`config.mk`:
```
export PLATFORM = sky130hd
export DESIGN_NAME = spi_slave_flat
export DESIGN_NICKNAME = d
export VERILOG_FILES = /design/src/rtl/spi_pkg.sv /design/src/rtl/spi_slave_if.sv /design/src/rtl/sync_edge.sv /design/src/rtl/spi_slave.sv /design/src/flat_wrapper.sv
export SDC_FILE = /design/constraint.sdc
export NUM_CORES = 1
export LEC_CHECK = 0
export ABC_AREA = 1
export CORE_ASPECT_RATIO = 1.4
export CORE_UTILIZATION = 35
export CTS_BUF_LIST = sky130_fd_sc_hd__clkbuf_16
export DETAILED_ROUTE_END_ITERATION = 16
export HOLD_SLACK_MARGIN = 0.08
export PLACE_DENSITY = 0.58
export SETUP_SLACK_MARGIN = 0.4
export SKIP_LAST_GASP = 1
export SYNTH_ARGS = -nofsm -noshare
export SYNTH_HDL_FRONTEND = slang
export SYNTH_SLANG_ARGS = --single-unit
```
`constraint.sdc`:
```
create_clock -name internal_clk -period 1.3 [get_ports internal_clk]
set_input_delay 0.195 -clock internal_clk [delete_from_list [all_inputs] [get_ports internal_clk]]
set_output_delay 0.195 -clock internal_clk [all_outputs]
set_load 0.005 [all_outputs]
```
`src/rtl/spi_pkg.sv`:
```
// Shared types for the SPI slave: frame FSM states.
package spi_pkg;

    typedef enum logic {
        IDLE  = 1'b0,
        SHIFT = 1'b1
    } spi_state_t;

    // Bit counter must hold the value SIZE itself (saturation marker).
    function automatic int unsigned spi_cnt_width(input int unsigned size);
        return $clog2(size) + 1;
    endfunction

endpackage

```
`src/rtl/spi_slave_if.sv`:
```
// SPI serial bus pins: the master drives clock, select and data; the slave drives miso.
interface spi_slave_if;

    logic sclk_in;
    logic cs_n_in;
    logic mosi_in;
    logic miso_out;

    modport master (
        output sclk_in,
        output cs_n_in,
        output mosi_in,
        input  miso_out
    );

    modport slave (
        input  sclk_in,
        input  cs_n_in,
        input  mosi_in,
        output miso_out
    );

endinterface

```
`src/rtl/sync_edge.sv`:
```
// Multi-flop synchronizer with rise/fall detection on the synchronized level.
// Edges are suppressed until every flop holds a real sample, so reset values
// never masquerade as an edge.
module sync_edge #(
    parameter int unsigned STAGES    = 2,
    parameter logic        RESET_VAL = 1'b0
) (
    input  logic clk,
    input  logic rst_n,
    input  logic din,
    output logic dout,
    output logic rise,
    output logic fall
);

    logic [STAGES-1:0] sync_q;
    logic              prev_q;
    logic [STAGES:0]   primed_q;

    // Synchronizer chain, edge-history flop and primed tracker.
    always_ff @(posedge clk or negedge rst_n) begin
        if (!rst_n) begin
            sync_q   <= {STAGES{RESET_VAL}};
            prev_q   <= RESET_VAL;
            primed_q <= '0;
        end else begin
            sync_q   <= {sync_q[STAGES-2:0], din};
            prev_q   <= sync_q[STAGES-1];
            primed_q <= {primed_q[STAGES-1:0], 1'b1};
        end
    end

    assign dout = sync_q[STAGES-1];
    assign rise = primed_q[STAGES] &  sync_q[STAGES-1] & ~prev_q;
    assign fall = primed_q[STAGES] & ~sync_q[STAGES-1] &  prev_q;

endmodule

```
`src/rtl/spi_slave.sv`:
```
// SPI mode-0 slave, MSB first, oversampled by internal_clk (>= 4x sclk).
// Receives a SIZE-bit word per frame and shifts out the buffered tx word.
module spi_slave
    import spi_pkg::*;
#(
    parameter int unsigned SIZE        = 40,
    parameter int unsigned SYNC_STAGES = 2
) (
    input  logic            internal_clk,
    input  logic            reset_n_in,
    spi_slave_if.slave      spi,
    input  logic [SIZE-1:0] tx_data_in,
    input  logic            tx_load_in,
    output logic [SIZE-1:0] rx_data_out,
    output logic            rx_valid_out,
    input  logic            rx_ack_in,
    output logic            overrun_out,
    output logic            frame_error_out,
    output logic            busy_out
);

    localparam int unsigned    CW      = spi_cnt_width(SIZE);
    localparam logic [CW-1:0]  CNT_MAX = CW'(SIZE);

    logic sclk_rise, sclk_fall, sclk_lvl;
    logic cs_rise, cs_fall, cs_lvl;
    logic mosi_s, mosi_rise, mosi_fall;
    logic unused_sync;

    sync_edge #(.STAGES(SYNC_STAGES), .RESET_VAL(1'b0)) u_sync_sclk (
        .clk   (internal_clk),
        .rst_n (reset_n_in),
        .din   (spi.sclk_in),
        .dout  (sclk_lvl),
        .rise  (sclk_rise),
        .fall  (sclk_fall)
    );

    sync_edge #(.STAGES(SYNC_STAGES), .RESET_VAL(1'b1)) u_sync_cs (
        .clk   (internal_clk),
        .rst_n (reset_n_in),
        .din   (spi.cs_n_in),
        .dout  (cs_lvl),
        .rise  (cs_rise),
        .fall  (cs_fall)
    );

    sync_edge #(.STAGES(SYNC_STAGES), .RESET_VAL(1'b0)) u_sync_mosi (
        .clk   (internal_clk),
        .rst_n (reset_n_in),
        .din   (spi.mosi_in),
        .dout  (mosi_s),
        .rise  (mosi_rise),
        .fall  (mosi_fall)
    );

    // Only edges of sclk/cs_n and the level of mosi matter.
    assign unused_sync = ^{sclk_lvl, cs_lvl, mosi_rise, mosi_fall};

    spi_state_t      state_q, state_d;
    logic [CW-1:0]   cnt_q, cnt_d;
    logic [SIZE-1:0] shift_q, shift_d;
    logic [SIZE-1:0] tx_buf_q;
    logic [SIZE-1:0] rx_data_q, rx_data_d;
    logic            rx_valid_q, rx_valid_d;
    logic            overrun_q, overrun_d;
    logic            frame_err_q, frame_err_d;
    logic            miso_q, miso_d;
    logic            complete_q, complete_d;

    // Frame FSM state, counter, shift register and serial output.
    always_ff @(posedge internal_clk or negedge reset_n_in) begin
        if (!reset_n_in) begin
            state_q     <= IDLE;
            cnt_q       <= '0;
            shift_q     <= '0;
            miso_q      <= 1'b0;
            frame_err_q <= 1'b0;
            complete_q  <= 1'b0;
        end else begin
            state_q     <= state_d;
            cnt_q       <= cnt_d;
            shift_q     <= shift_d;
            miso_q      <= miso_d;
            frame_err_q <= frame_err_d;
            complete_q  <= complete_d;
        end
    end

    // Next-state logic: start on cs_n fall, shift on sclk edges, stop on cs_n rise.
    always_comb begin
        state_d     = state_q;
        cnt_d       = cnt_q;
        shift_d     = shift_q;
        miso_d      = miso_q;
        frame_err_d = 1'b0;
        complete_d  = 1'b0;
        unique case (state_q)
            IDLE: begin
                miso_d = 1'b0;
                if (cs_fall) begin
                    state_d = SHIFT;
                    shift_d = tx_buf_q;
                    cnt_d   = '0;
                    miso_d  = tx_buf_q[SIZE-1];
                end
            end
            SHIFT: begin
                if (cs_rise) begin
                    state_d = IDLE;
                    miso_d  = 1'b0;
                    // A partial frame is an error; an empty one is not.
                    if (cnt_q != '0 && cnt_q < CNT_MAX) begin
                        frame_err_d = 1'b1;
                    end
                end else if (cnt_q == CNT_MAX) begin
                    miso_d = 1'b0;
                end else if (sclk_rise) begin
                    shift_d = {shift_q[SIZE-2:0], mosi_s};
                    cnt_d   = cnt_q + CW'(1);
                    if (cnt_q == CNT_MAX - CW'(1)) begin
                        complete_d = 1'b1;
                        miso_d     = 1'b0;
                    end
                end else if (sclk_fall) begin
                    miso_d = shift_q[SIZE-1];
                end
            end
            default: state_d = IDLE;
        endcase
    end

    // Transmit buffer: loadable at any time, used at the next frame start.
    always_ff @(posedge internal_clk or negedge reset_n_in) begin
        if (!reset_n_in) begin
            tx_buf_q <= '0;
        end else if (tx_load_in) begin
            tx_buf_q <= tx_data_in;
        end
    end

    // Receive word register, valid flag and overrun flag.
    always_ff @(posedge internal_clk or negedge reset_n_in) begin
        if (!reset_n_in) begin
            rx_data_q  <= '0;
            rx_valid_q <= 1'b0;
            overrun_q  <= 1'b0;
        end else begin
            rx_data_q  <= rx_data_d;
            rx_valid_q <= rx_valid_d;
            overrun_q  <= overrun_d;
        end
    end

    // Completion wins over ack; ack in the same cycle suppresses overrun.
    always_comb begin
        rx_data_d  = rx_data_q;
        rx_valid_d = rx_valid_q;
        overrun_d  = overrun_q;
        if (complete_q) begin
            rx_data_d  = shift_q;
            rx_valid_d = 1'b1;
            if (rx_ack_in) begin
                overrun_d = 1'b0;
            end else if (rx_valid_q) begin
                overrun_d = 1'b1;
            end
        end else if (rx_ack_in) begin
            rx_valid_d = 1'b0;
            overrun_d  = 1'b0;
        end
    end

    assign spi.miso_out    = miso_q;
    assign rx_data_out     = rx_data_q;
    assign rx_valid_out    = rx_valid_q;
    assign overrun_out     = overrun_q;
    assign frame_error_out = frame_err_q;
    assign busy_out        = (state_q == SHIFT);

endmodule

```
`src/flat_wrapper.sv`:
```
// flat-port wrapper written by rule: the top's interface ports become plain ports
module spi_slave_flat import spi_pkg::*;
#(
    parameter int unsigned SIZE        = 40,
    parameter int unsigned SYNC_STAGES = 2
)
  (internal_clk, reset_n_in, tx_data_in, tx_load_in, rx_data_out, rx_valid_out, rx_ack_in, overrun_out, frame_error_out, busy_out, spi_sclk_in, spi_cs_n_in, spi_mosi_in, spi_miso_out);
  spi_slave_if spi_i ();
  input  logic internal_clk;
  input  logic reset_n_in;
  input  logic [SIZE-1:0] tx_data_in;
  input  logic tx_load_in;
  output logic [SIZE-1:0] rx_data_out;
  output logic rx_valid_out;
  input  logic rx_ack_in;
  output logic overrun_out;
  output logic frame_error_out;
  output logic busy_out;
  input wire logic [$bits(spi_i.sclk_in)-1:0] spi_sclk_in;
  input wire logic [$bits(spi_i.cs_n_in)-1:0] spi_cs_n_in;
  input wire logic [$bits(spi_i.mosi_in)-1:0] spi_mosi_in;
  output wire logic [$bits(spi_i.miso_out)-1:0] spi_miso_out;
  assign spi_i.sclk_in = spi_sclk_in;
  assign spi_i.cs_n_in = spi_cs_n_in;
  assign spi_i.mosi_in = spi_mosi_in;
  assign spi_miso_out = spi_i.miso_out;
  spi_slave #(.SIZE(SIZE), .SYNC_STAGES(SYNC_STAGES)) u_core (.internal_clk(internal_clk), .reset_n_in(reset_n_in), .spi(spi_i), .tx_data_in(tx_data_in), .tx_load_in(tx_load_in), .rx_data_out(rx_data_out), .rx_valid_out(rx_valid_out), .rx_ack_in(rx_ack_in), .overrun_out(overrun_out), .frame_error_out(frame_error_out), .busy_out(busy_out));
endmodule
```
==> flow_summary.yaml <==
global_routing:
  grt_pass1_vias: 5096
  track_usage_pct: 18.0
  use_met1_pct: 21.6
  grtUsageMet3_pct: 3.31
  antenna_found_initial: 0
  grt_max_degree: 81
  use_met2_pct: 31.8
  top_usage_layer: "met2"
  overflow: 0
  grt_pass1_wl_mm: 25.5
clock_network:
  cts_sinks: 144
  cts_tree: "done"
  cts_inserted_buffers: 17
  cts_max_level: 4
  clkTransAtPathRegs_ns: 0.06
  clk_path_buf_depth: 2
  insertion_delay_ns: 0.42
  cts_root_buffer: "clkbuf_16"
die:
  core_area_mm2: 0.0173
  die_h_um: 160
  num_rows: 57
  fp.dieW_um: 115
  die_area_mm2: 0.0183
  io_pins: 92
  start_util_pct: 35.8
cells_and_area:
  nFillCells: 1612
  multi_input_area_mm2: 0.00258
  area_delta_synth_final_pct: 46.9
  seq_area_mm2: 0.00361
  stdcell_count: 1138
  utilization_pct: 52.6
  final_common_cell: "nand2_1"
  antenna_cells: 0
  nets: 938
  layout_common_cells: "nand2_1, dfrtp_1, o21ai_0"
  design_area_mm2: 0.00912
  layout-drive-gt1-share_pct: 32.7
power:
  switchingPower_mw: 4.43
  seqPwrFrac_pct: 43.5
  p_leak_nw: 4.74
  p_comb_share_pct: 22.4
  powerDensity_mw_per_mm2: 1540
  switching_share_pct: 31.4
  clkPwrFrac_pct: 34.1
  intPower_mw: 9.66
  ir_worst_vdd_mv: 0.692
  power_mw: 14.1
drt:
  drt_iter0_drc: 291
  wl_mm: 16.5
  vias_per_cell: 4.63
  vias: 5267
  drcViolationCount: 0
  post_drt_wl_per_cell_um: 14.5
  antenna_left: 0
  dr.pass1.iters: 4
outcome:
  violations: "setup timing"
  status: "complete, but fails checks"
sta:
  hold_viol_final: 0
  final.setup.worst_slack_ns: -0.220
  setup_viol: 50
  fin_hold_ws_ns: 0.194
  timing.fmax_ghz: 0.658
  slew_viol_final: 0
  rsz0062_at_grt: "yes"
  min_period_over_period_pct: 117
  fin_skew_ns: 0.0134
  layout_min_cycle_time_ns: 1.52
critical_path:
  crit_path_end_kind: "flip-flop"
  crit_path_start_kind: "flip-flop"
  crit_fanout: 15
  critPathKind: "flip-flop to flip-flop"
  critPathArrivalTime_ns: 1.82
  worstPathRequired_ns: 1.60
synth:
  synth_cell_type_count: 24
  ys_warn_count: 0
  syn_nets: 778
  netlist_area_mm2: 0.00621
  synth_cells: 729
  ys_seq_elements: 144
  synth.avg_cell_area_um2: 8.51
  yosysSeqAreaShare_pct: 58.1
place:
  port_buffers: 91
  place_congestion: 0.790
  dpl_cell_area_mm2: 0.00766
  dp.cells: 1048
  place_hpwl_mm: 9.83
hold_path:
  hold_class: "input pin to flip-flop"
run:
  maxCapViolations: 0
[cell type report]
type | instances | area share, %
flip-flops and latches | 144 | 39.6
multi-input cells | 480 | 28.3
repair buffers | 187 | 19.9
clock buffers | 17 | 4.67
well taps | 236 | 3.24
inverters | 59 | 2.59
clock inverters | 15 | 1.76
[synthesized netlist by cell type]
library cell	number	area share [%]
o21ai_2	1	0.14
clkbuf_1	25	1.5
ha_1	2	0.40
dfrtp_1	141	57
nand3_1	87	7.0
nor3_1	1	0.081
nand2_2	1	0.10
nand2_1	268	16
buf_12	1	0.32
nor2_2	3	0.30
inv_2	3	0.18
conb_1	1	0.060
dfstp_2	3	1.3
nand3_2	12	1.9
nor2_4	1	0.18
nor2_1	12	0.73
a21oi_1	2	0.16
o21ai_0	86	6.9
buf_4	1	0.12
buf_8	1	0.24
buf_6	1	0.18
inv_1	56	3.4
nand4_1	3	0.30
buf_2	17	1.4
[worst paths after layout]
kind	start	end	slack, ns	cells past startpoint
max in group asynchronous	reset_n_in	u_core.rx_data_out[16]$_DFFE_PN0P_	0.51	3
max	u_core.u_sync_cs.prev_q$_DFF_PN1_	u_core.shift_q[17]$_DFFE_PN0P_	-0.22	6
min	spi_cs_n_in	u_core.u_sync_cs.sync_q[0]$_DFF_PN1_	0.19	1
min reg2reg	u_core.u_sync_sclk.primed_q[1]$_DFF_PN0_	u_core.u_sync_cs.primed_q[2]$_DFF_PN0_	0.35	0
min in group asynchronous	reset_n_in	u_core.tx_buf_q[4]$_DFFE_PN0P_	0.22	2
max reg2reg	u_core.u_sync_cs.prev_q$_DFF_PN1_	u_core.shift_q[17]$_DFFE_PN0P_	-0.22	6
[worst max-delay path, cell delays in order (launching register included)]
cell and delay (ns):
dfstp_2 0.59, nor2_4 0.05, nor2_2 0.19, nand3_4 0.20, clkbuf_16 0.24, nand3_1 0.08
nand2_1 0.05
[cells by family after synthesis]
kind of cell / synth area share (%)
AND/OR/NAND/NOR: 26.9
flip-flops: 58.1
buffers and inverters: 7.32
AO/OA/AOI/OAI: 7.24
adder cells (fa/ha/maj): 0.403
other: 0.0604
[per-layer routing]
layer  routed length (um)  share of wire [%]
met5                    0                  0
met4                  241                1.5
met3                  500                3.0
met2                 8940                 54
met1                 6850                 41
[state kept, by name, summed over array words and instances (netlist names)]
register	count
u_core.u_sync_mosi.sync_q	2
u_core.u_sync_sclk.primed_q	2
u_core.rx_data_out	40
u_core.u_sync_sclk.prev_q	1
u_core.shift_q	40
u_core.busy_out	1
u_core.tx_buf_q	40
u_core.complete_q	1
u_core.u_sync_cs.primed_q	1
u_core.overrun_out	1
u_core.u_sync_cs.sync_q	2
u_core.u_sync_sclk.sync_q	2
u_core.spi.miso_out	1
u_core.frame_error_out	1
u_core.u_sync_cs.prev_q	1
u_core.rx_valid_out	1
u_core.cnt_q	7
[what timing repair did]
item | 4_1_cts | 5_1_grt
cloned | 2 | 7
gates resized for setup | 222 | 105
hold endpoints to repair | 143 | 0
hold buffers | 1 | 0
pin swaps | 9 | 61
buffers inserted | 26 | 22
setup endpoints to repair | 138 | 137
[stage by stage]
stage               setup TNS (ns)  setup WS, ns
floorplan                    -2.54       -0.0705
detailed placement           -4.96        -0.134
finish                       -8.88        -0.220
global route                -11.35        -0.264
global placement             -4.35        -0.112
CTS                          -5.43        -0.132
[power groups by stage]
stage / sequential (mW) / combinational (mW) / clock, mW
finish: 6.13 / 3.16 / 4.81
global route: 6.23 / 3.56 / 5.12
CTS: 5.96 / 2.95 / 4.91
detailed placement: 6.04 / 2.65 / 0
global placement: 6.04 / 2.60 / 0
floorplan: 5.83 / 1.79 / 0
Power figures use the tool's default switching activity.
